## src/rtl/sobel_pkg.sv

```systemverilog
`default_nettype none
// ============================================================================
// sobel_pkg : shared defaults, arbiter state encoding and counter sizing
// Rev 1.0
// ============================================================================
package sobel_pkg;

  function automatic int cnt_width(input int pix);
    return $clog2(pix + 1);
  endfunction

  localparam int c_WIDTH  = 720;
  localparam int c_HEIGHT = 540;
  localparam int c_DWIDTH = 8;
  localparam int c_PIX    = c_WIDTH * c_HEIGHT;
  localparam int c_CNT_W  = cnt_width(c_PIX);

  typedef enum logic [1:0] {
    IDLE   = 2'd0,
    ACTIVE = 2'd1,
    DRAIN  = 2'd2
  } arb_state_t;

endpackage
`default_nettype wire

```

## src/rtl/sobel_pix_counter.sv

```systemverilog
`default_nettype none
// ============================================================================
// sobel_pix_counter : saturating frame pixel counter; terminal marks the
// increment that lands on PIX.  Rev 1.0
// ============================================================================
module sobel_pix_counter
  import sobel_pkg::*;
#(
  parameter int PIX = c_PIX,
  parameter int CW  = c_CNT_W
) (
  input  logic clock,
  input  logic reset,
  input  logic clear,
  input  logic inc,
  output logic terminal
);

  localparam logic [CW-1:0] c_MAX  = CW'(PIX);
  localparam logic [CW-1:0] c_LAST = CW'(PIX - 1);

  logic [CW-1:0] r_count;

  always_ff @(posedge clock or negedge reset) begin
    if (!reset) begin
      r_count <= '0;
    end else if (clear) begin
      r_count <= '0;
    end else if (inc && (r_count != c_MAX)) begin
      r_count <= r_count + 1'b1;
    end
  end

  assign terminal = inc && (r_count == c_LAST);

endmodule
`default_nettype wire

```

## src/rtl/sobel_frame_arbiter.sv

```systemverilog
`default_nettype none
// ============================================================================
// sobel_frame_arbiter : frame-granular round-robin share of one sobel engine
// between two streams. Optional SOBEL_ARB_STATS_EN adds frames0/frames1.
// Rev 1.0
// ============================================================================
module sobel_frame_arbiter
  import sobel_pkg::*;
#(
  parameter int WIDTH  = c_WIDTH,
  parameter int HEIGHT = c_HEIGHT,
  parameter int DWIDTH = c_DWIDTH
) (
  input  logic              clock,
  input  logic              reset,
  input  logic              req0_empty,
  input  logic [DWIDTH-1:0] req0_dout,
  output logic              req0_rd_en,
  input  logic              req1_empty,
  input  logic [DWIDTH-1:0] req1_dout,
  output logic              req1_rd_en,
  input  logic              out0_full,
  output logic              out0_wr_en,
  output logic [DWIDTH-1:0] out0_din,
  input  logic              out1_full,
  output logic              out1_wr_en,
  output logic [DWIDTH-1:0] out1_din,
  input  logic              eng_rd_en,
  output logic [DWIDTH-1:0] eng_dout,
  output logic              eng_empty,
  input  logic              eng_wr_en,
  input  logic [DWIDTH-1:0] eng_din,
  output logic              eng_full,
  output logic              busy,
  output logic              owner
`ifdef SOBEL_ARB_STATS_EN
  ,
  output logic [15:0]       frames0,
  output logic [15:0]       frames1
`endif
);

  localparam int c_FPIX = WIDTH * HEIGHT;
  localparam int c_FCW  = cnt_width(c_FPIX);

  arb_state_t r_state;
  arb_state_t w_next;
  logic       r_owner;
  logic       r_last;
  logic       w_cand_valid;
  logic       w_cand;
  logic       w_grant;
  logic       w_rd_acc;
  logic       w_wr_acc;
  logic       w_in_term;
  logic       w_out_term;
  logic       w_own_empty;
  logic       w_own_full;

  // On a tie the requester that did not finish the previous frame wins.
  assign w_cand_valid = ~req0_empty | ~req1_empty;
  assign w_cand       = (~req0_empty & ~req1_empty) ? ~r_last : req0_empty;
  assign w_grant      = (r_state == IDLE) & w_cand_valid;

  assign w_own_empty = r_owner ? req1_empty : req0_empty;
  assign w_own_full  = r_owner ? out1_full  : out0_full;
  assign w_rd_acc    = eng_rd_en & ~eng_empty;
  assign w_wr_acc    = eng_wr_en & ~eng_full;
  assign owner       = r_owner;

  sobel_pix_counter #(.PIX(c_FPIX), .CW(c_FCW)) u_in_cnt (
    .clock    (clock),
    .reset    (reset),
    .clear    (w_grant),
    .inc      (w_rd_acc),
    .terminal (w_in_term)
  );

  sobel_pix_counter #(.PIX(c_FPIX), .CW(c_FCW)) u_out_cnt (
    .clock    (clock),
    .reset    (reset),
    .clear    (w_grant),
    .inc      (w_wr_acc),
    .terminal (w_out_term)
  );

  always_ff @(posedge clock or negedge reset) begin
    if (!reset) begin
      r_state <= IDLE;
      r_owner <= 1'b0;
      r_last  <= 1'b1;
    end else begin
      r_state <= w_next;
      if (w_grant)    r_owner <= w_cand;
      if (w_out_term) r_last  <= r_owner;
    end
  end

  // An early final write while still ACTIVE also ends the frame.
  always_comb begin
    w_next = r_state;
    case (r_state)
      IDLE:    if (w_cand_valid) w_next = ACTIVE;
      ACTIVE: begin
        if (w_out_term)     w_next = IDLE;
        else if (w_in_term) w_next = DRAIN;
      end
      DRAIN:   if (w_out_term) w_next = IDLE;
      default: w_next = IDLE;
    endcase
  end

  always_comb begin
    eng_dout   = '0;
    eng_empty  = 1'b1;
    eng_full   = 1'b1;
    req0_rd_en = 1'b0;
    req1_rd_en = 1'b0;
    out0_wr_en = 1'b0;
    out1_wr_en = 1'b0;
    out0_din   = '0;
    out1_din   = '0;
    busy       = 1'b0;
    if (r_state == ACTIVE) begin
      eng_dout   = r_owner ? req1_dout : req0_dout;
      eng_empty  = w_own_empty;
      req0_rd_en = ~r_owner & eng_rd_en & ~req0_empty;
      req1_rd_en =  r_owner & eng_rd_en & ~req1_empty;
    end
    if ((r_state == ACTIVE) || (r_state == DRAIN)) begin
      busy     = 1'b1;
      eng_full = w_own_full;
      if (r_owner) begin
        out1_din   = eng_din;
        out1_wr_en = eng_wr_en & ~out1_full;
      end else begin
        out0_din   = eng_din;
        out0_wr_en = eng_wr_en & ~out0_full;
      end
    end
  end

`ifdef SOBEL_ARB_STATS_EN
  logic [15:0] r_frames0;
  logic [15:0] r_frames1;

  always_ff @(posedge clock or negedge reset) begin
    if (!reset) begin
      r_frames0 <= '0;
      r_frames1 <= '0;
    end else if (w_out_term) begin
      if (r_owner) r_frames1 <= r_frames1 + 16'd1;
      else         r_frames0 <= r_frames0 + 16'd1;
    end
  end

  assign frames0 = r_frames0;
  assign frames1 = r_frames1;
`endif

endmodule
`default_nettype wire

```

## config.mk

```make
export PLATFORM = sky130hd
export DESIGN_NAME = sobel_frame_arbiter
export DESIGN_NICKNAME = d
export VERILOG_FILES = /design/src/rtl/sobel_pkg.sv /design/src/rtl/sobel_pix_counter.sv /design/src/rtl/sobel_frame_arbiter.sv
export SDC_FILE = /design/constraint.sdc
export NUM_CORES = 1
export LEC_CHECK = 0
export ABC_AREA = 1
export ABC_CLOCK_PERIOD_IN_PS = 1660
export CAP_MARGIN = 20
export CORE_UTILIZATION = 30
export DETAILED_ROUTE_END_ITERATION = 6
export HOLD_SLACK_MARGIN = 0.1
export PLACE_DENSITY = 0.58
export SLEW_MARGIN = 20
export SYNTH_ARGS = -nofsm -noshare
export SYNTH_HDL_FRONTEND = slang
export SYNTH_SLANG_ARGS = --single-unit
export TNS_END_PERCENT = 5
```

## constraint.sdc

```tcl
create_clock -name clock -period 1.66 [get_ports clock]
set_input_delay 0.249 -clock clock [delete_from_list [all_inputs] [get_ports clock]]
set_output_delay 0.249 -clock clock [all_outputs]
set_load 0.005 [all_outputs]
```

==> summary.txt <==
Worst setup path
  – Reg2Reg Depth: 11
  – Setup Crit Path Kind: reg -> out
  – CP startpoint kind: flop
  – CP Capture Type: primary output
  – Worst endpoint data arrival time: roughly 1700 ps
  – Maximum fanout along the worst path: 8
  – Worst path required time: 1410 ps
  – FF-to-FF setup slack: -110 ps
  – FF-to-FF End: r_state[0]
  – Worst reg2reg startpoint: r_state[1]

Finish
  – Storage cell area: roughly 1100 um2
  – Diode count: 0
  – Area growth syn-to-layout: 45.3%
  – Final nets: 626
  – Area of the multi-input gates: 1920 um2
  – Fillers: 1012
  – Fin cells: 721
  – Share of layout cells above drive strength 1: 26.0%
  – Final Core Density: 45.8%

Floorplan
  – Boundary Pins: 64
  – Number of cell rows: 36
  – Initial Util: 31.5%
  – CORE AREA: 9950 um2
  – Die area: between 10000 and 15000 um2
  – Die width: 104 um
  – Height of the die: 104 um

STA
  – Worst slew pin tran: 441 ps
  – Final setup fails: 46
  – Max-slew violations: 0
  – Worst setup margin: -297 ps
  – RSZ-0062 raised after global routing: true
  – Setup TNS: -5370 ps
  – Max Fclk: approximately 500 MHz
  – Fin. Hold Viols: 0
  – Worst Skew: 15.4 ps
  – Worst rel slew slack: a little over two thirds
  – Tmin final: 1960 ps
  – Final worst-path cycle share: 118%

Yosys
  – Syn Area/Cell: 6.80 um2
  – EDFF count, synth: 0
  – Yosys top cell area share: 32.7%
  – Post-synthesis sequential area ratio: 33.6%
  – Mapped cell area: between 3000 and 4000 um2
  – Async set or reset register ratio after synthesis: between 90% and 100%
  – Dominant cells by area after synthesis: dfrtp_1 33%, nand2_1 16%, nor2_1 9.3%
  – Most numerous cell in the Yosys netlist: nand2_1
  – Synth top cells by count: 131 x nand2_1, 78 x nor2_1, 44 x nand3_1, 42 x inv_1, 41 x dfrtp_1
  – Synth cell types: 36
  – Area leader, netlist: dfrtp_1
  – Syn nets: 500
  – Ys Warns: 0
  – Ys flop type: dfrtp_1
  – Cells after Synth: 461
  – FF+latch count, synth: 42

Route
  – Final ANT Viol Nets: 0
  – Vias per std cell: 4.68
  – Via count: 3371
  – Iteration-0 DRC Markers: between 150 and 200
  – Total Routed Length: 8820 um
  – First drt pass iteration count: 5
  – Drt drc: 0
  – Drt wl/cell: 12.2 um

Clock network
  – Maximum clock path buffer count: 2
  – CTS tree: done
  – CTS Buf Count: 5
  – Root Driver: clkbuf_8
  – Clock Latency Late Sink: approximately 300 ps
  – Worst-path clk slew: 80 ps
  – Sink Count: 42
  – H-tree levels: 2

Outcome
  – Violated checks: setup timing
  – Status: finished, violations left

Placement
  – Dpl cells: approximately 700
  – DP Wirelength: 6740 um
  – GPL Wtd Cong: 0.918
  – Worst slack, placed: -294 ps
  – Buffers on Ports: 63

Pwr
  – Pwr Density: approximately 1200 nW/um2
  – Leak: between 2 and 2.5 nW
  – Peak supply drop: 660 uV

Global routing
  – Grt met1 use: 22.0%
  – Global-route wire length before repair: 15400 um
  – Initial antenna violation count: 0
  – GRT met2 Usage: between 20% and 30%
  – GRT Total Usage: between 15 and 20%
  – Most used routing layer: met2
  – Met3 usage: 2.94%
  – Number of global-route vias before repair: between 3000 and 4000
  – Gr ovfl total: 0
  – Largest net degree at the start of global routing: 43

Min path
  – Hold Path Class: in -> async

Job
  – MaxCap Viol Count: 0
power by group:
part	leakage (nW)	internal [mW]	switching [mW]
Sequential	0.577	1.15	0.145
Combinational	1.49	1.49	1.60
Clock	0.0714	0.642	0.371
through the flow:
stage | cell area [um2] | power [mW] | hold slack (ps)
final | 4560 | 5.40 | 439
after floorplan | 3130 | 2.61 | -46.6
after global placement | 4290 | 4.04 | 245
after global routing | 4560 | 5.80 | 470
after detailed placement | 4290 | 4.06 | 245
after CTS | 4510 | 5.27 | 456
worst max-delay path, cell delays in order (launching register included):
cell,delay [ps]
dfrtp_1,400
buf_4,150
ha_4,170
inv_4,50
nor2_1,30
buf_4,150
a22o_1,190
dlygate4sd2_1,260
state kept, by name, summed over array words and instances (netlist names):
register,cells
owner,1
u_out_cnt.r_count,19
r_last,1
r_state,2
u_in_cnt.r_count,19
routing by layer:
metal  part of all wire, %  vias up  routed length, um
li1                      -     1744                  -
met1                    46     1531               4100
met2                    48       90               4280
met3                   4.3        6                382
met4                  0.70        0                 62
met5                     0        -                  0
worst max-delay path by stage:
stage                                       to  slack (ps)        from
after global routing               eng_dout[3]        -360  r_state[0]
after CTS                          out1_din[7]        -300  r_state[1]
final                              eng_dout[1]        -300  r_state[0]
after floorplan           u_out_cnt.r_count[7]           7  r_state[0]
after detailed placement            out0_wr_en        -290  r_state[0]
after global placement              out0_wr_en        -250  r_state[0]
cell families after synthesis:
| logic type | after synthesis | share of synthesized area (%) |
|---|---|---|
| AO/OA/AOI/OAI | 38 | 8.90 |
| XOR/XNOR | 21 | 5.87 |
| adder cells (fa/ha/maj) | 7 | 2.79 |
| buffers and inverters | 58 | 8.02 |
| flip-flops | 42 | 33.6 |
| AND/OR/NAND/NOR | 295 | 40.8 |
area by class of cell:
class | instances | share of cell area [%]
well taps | 133 | 3.65
clock inverters | 2 | 1.32
multi-input cells | 361 | 42.2
inverters | 48 | 4.12
repair buffers | 128 | 23.6
repair inverters | 1 | 0.165
flip-flops and latches | 42 | 23.1
clock buffers | 6 | 1.81
layout by cell type, fill, tap and decap left out, types with 2 or more instances in the layout:
cell type          n
nand2_2            4
clkbuf_8           6
nand3_1           44
a21oi_4            2
nor3_2             3
inv_1             35
o21ai_0            7
a21oi_1            2
bufinv_16          2
o21bai_1           2
dfrtp_1           41
nand4_1           22
nor2_1            68
inv_2             10
xor2_1            18
a22o_1             8
nor2_2            12
a21oi_2            2
o21ai_2            8
ha_4               2
clkdlybuf4s50_1   30
o21ai_1            5
nand2_1          130
clkbuf_2           4
buf_6              5
nor2_4             2
ha_1               5
buf_12             2
clkdlybuf4s15_2    8
dlygate4sd2_1      6
buf_4             58
nor3_1             5
xnor2_1            3
buf_2             14
repair_timing:
item                                   4_1_cts  5_1_grt
cloned                                       1        0
setup buffers                                6        3
resized for setup                           96       32
setup endpoints to repair                   68       70
endpoints found under the hold margin       41        0
hold buffers                                 1        0
pin swaps                                    4        3
No activity file was read; power rests on OpenSTA's default activity.
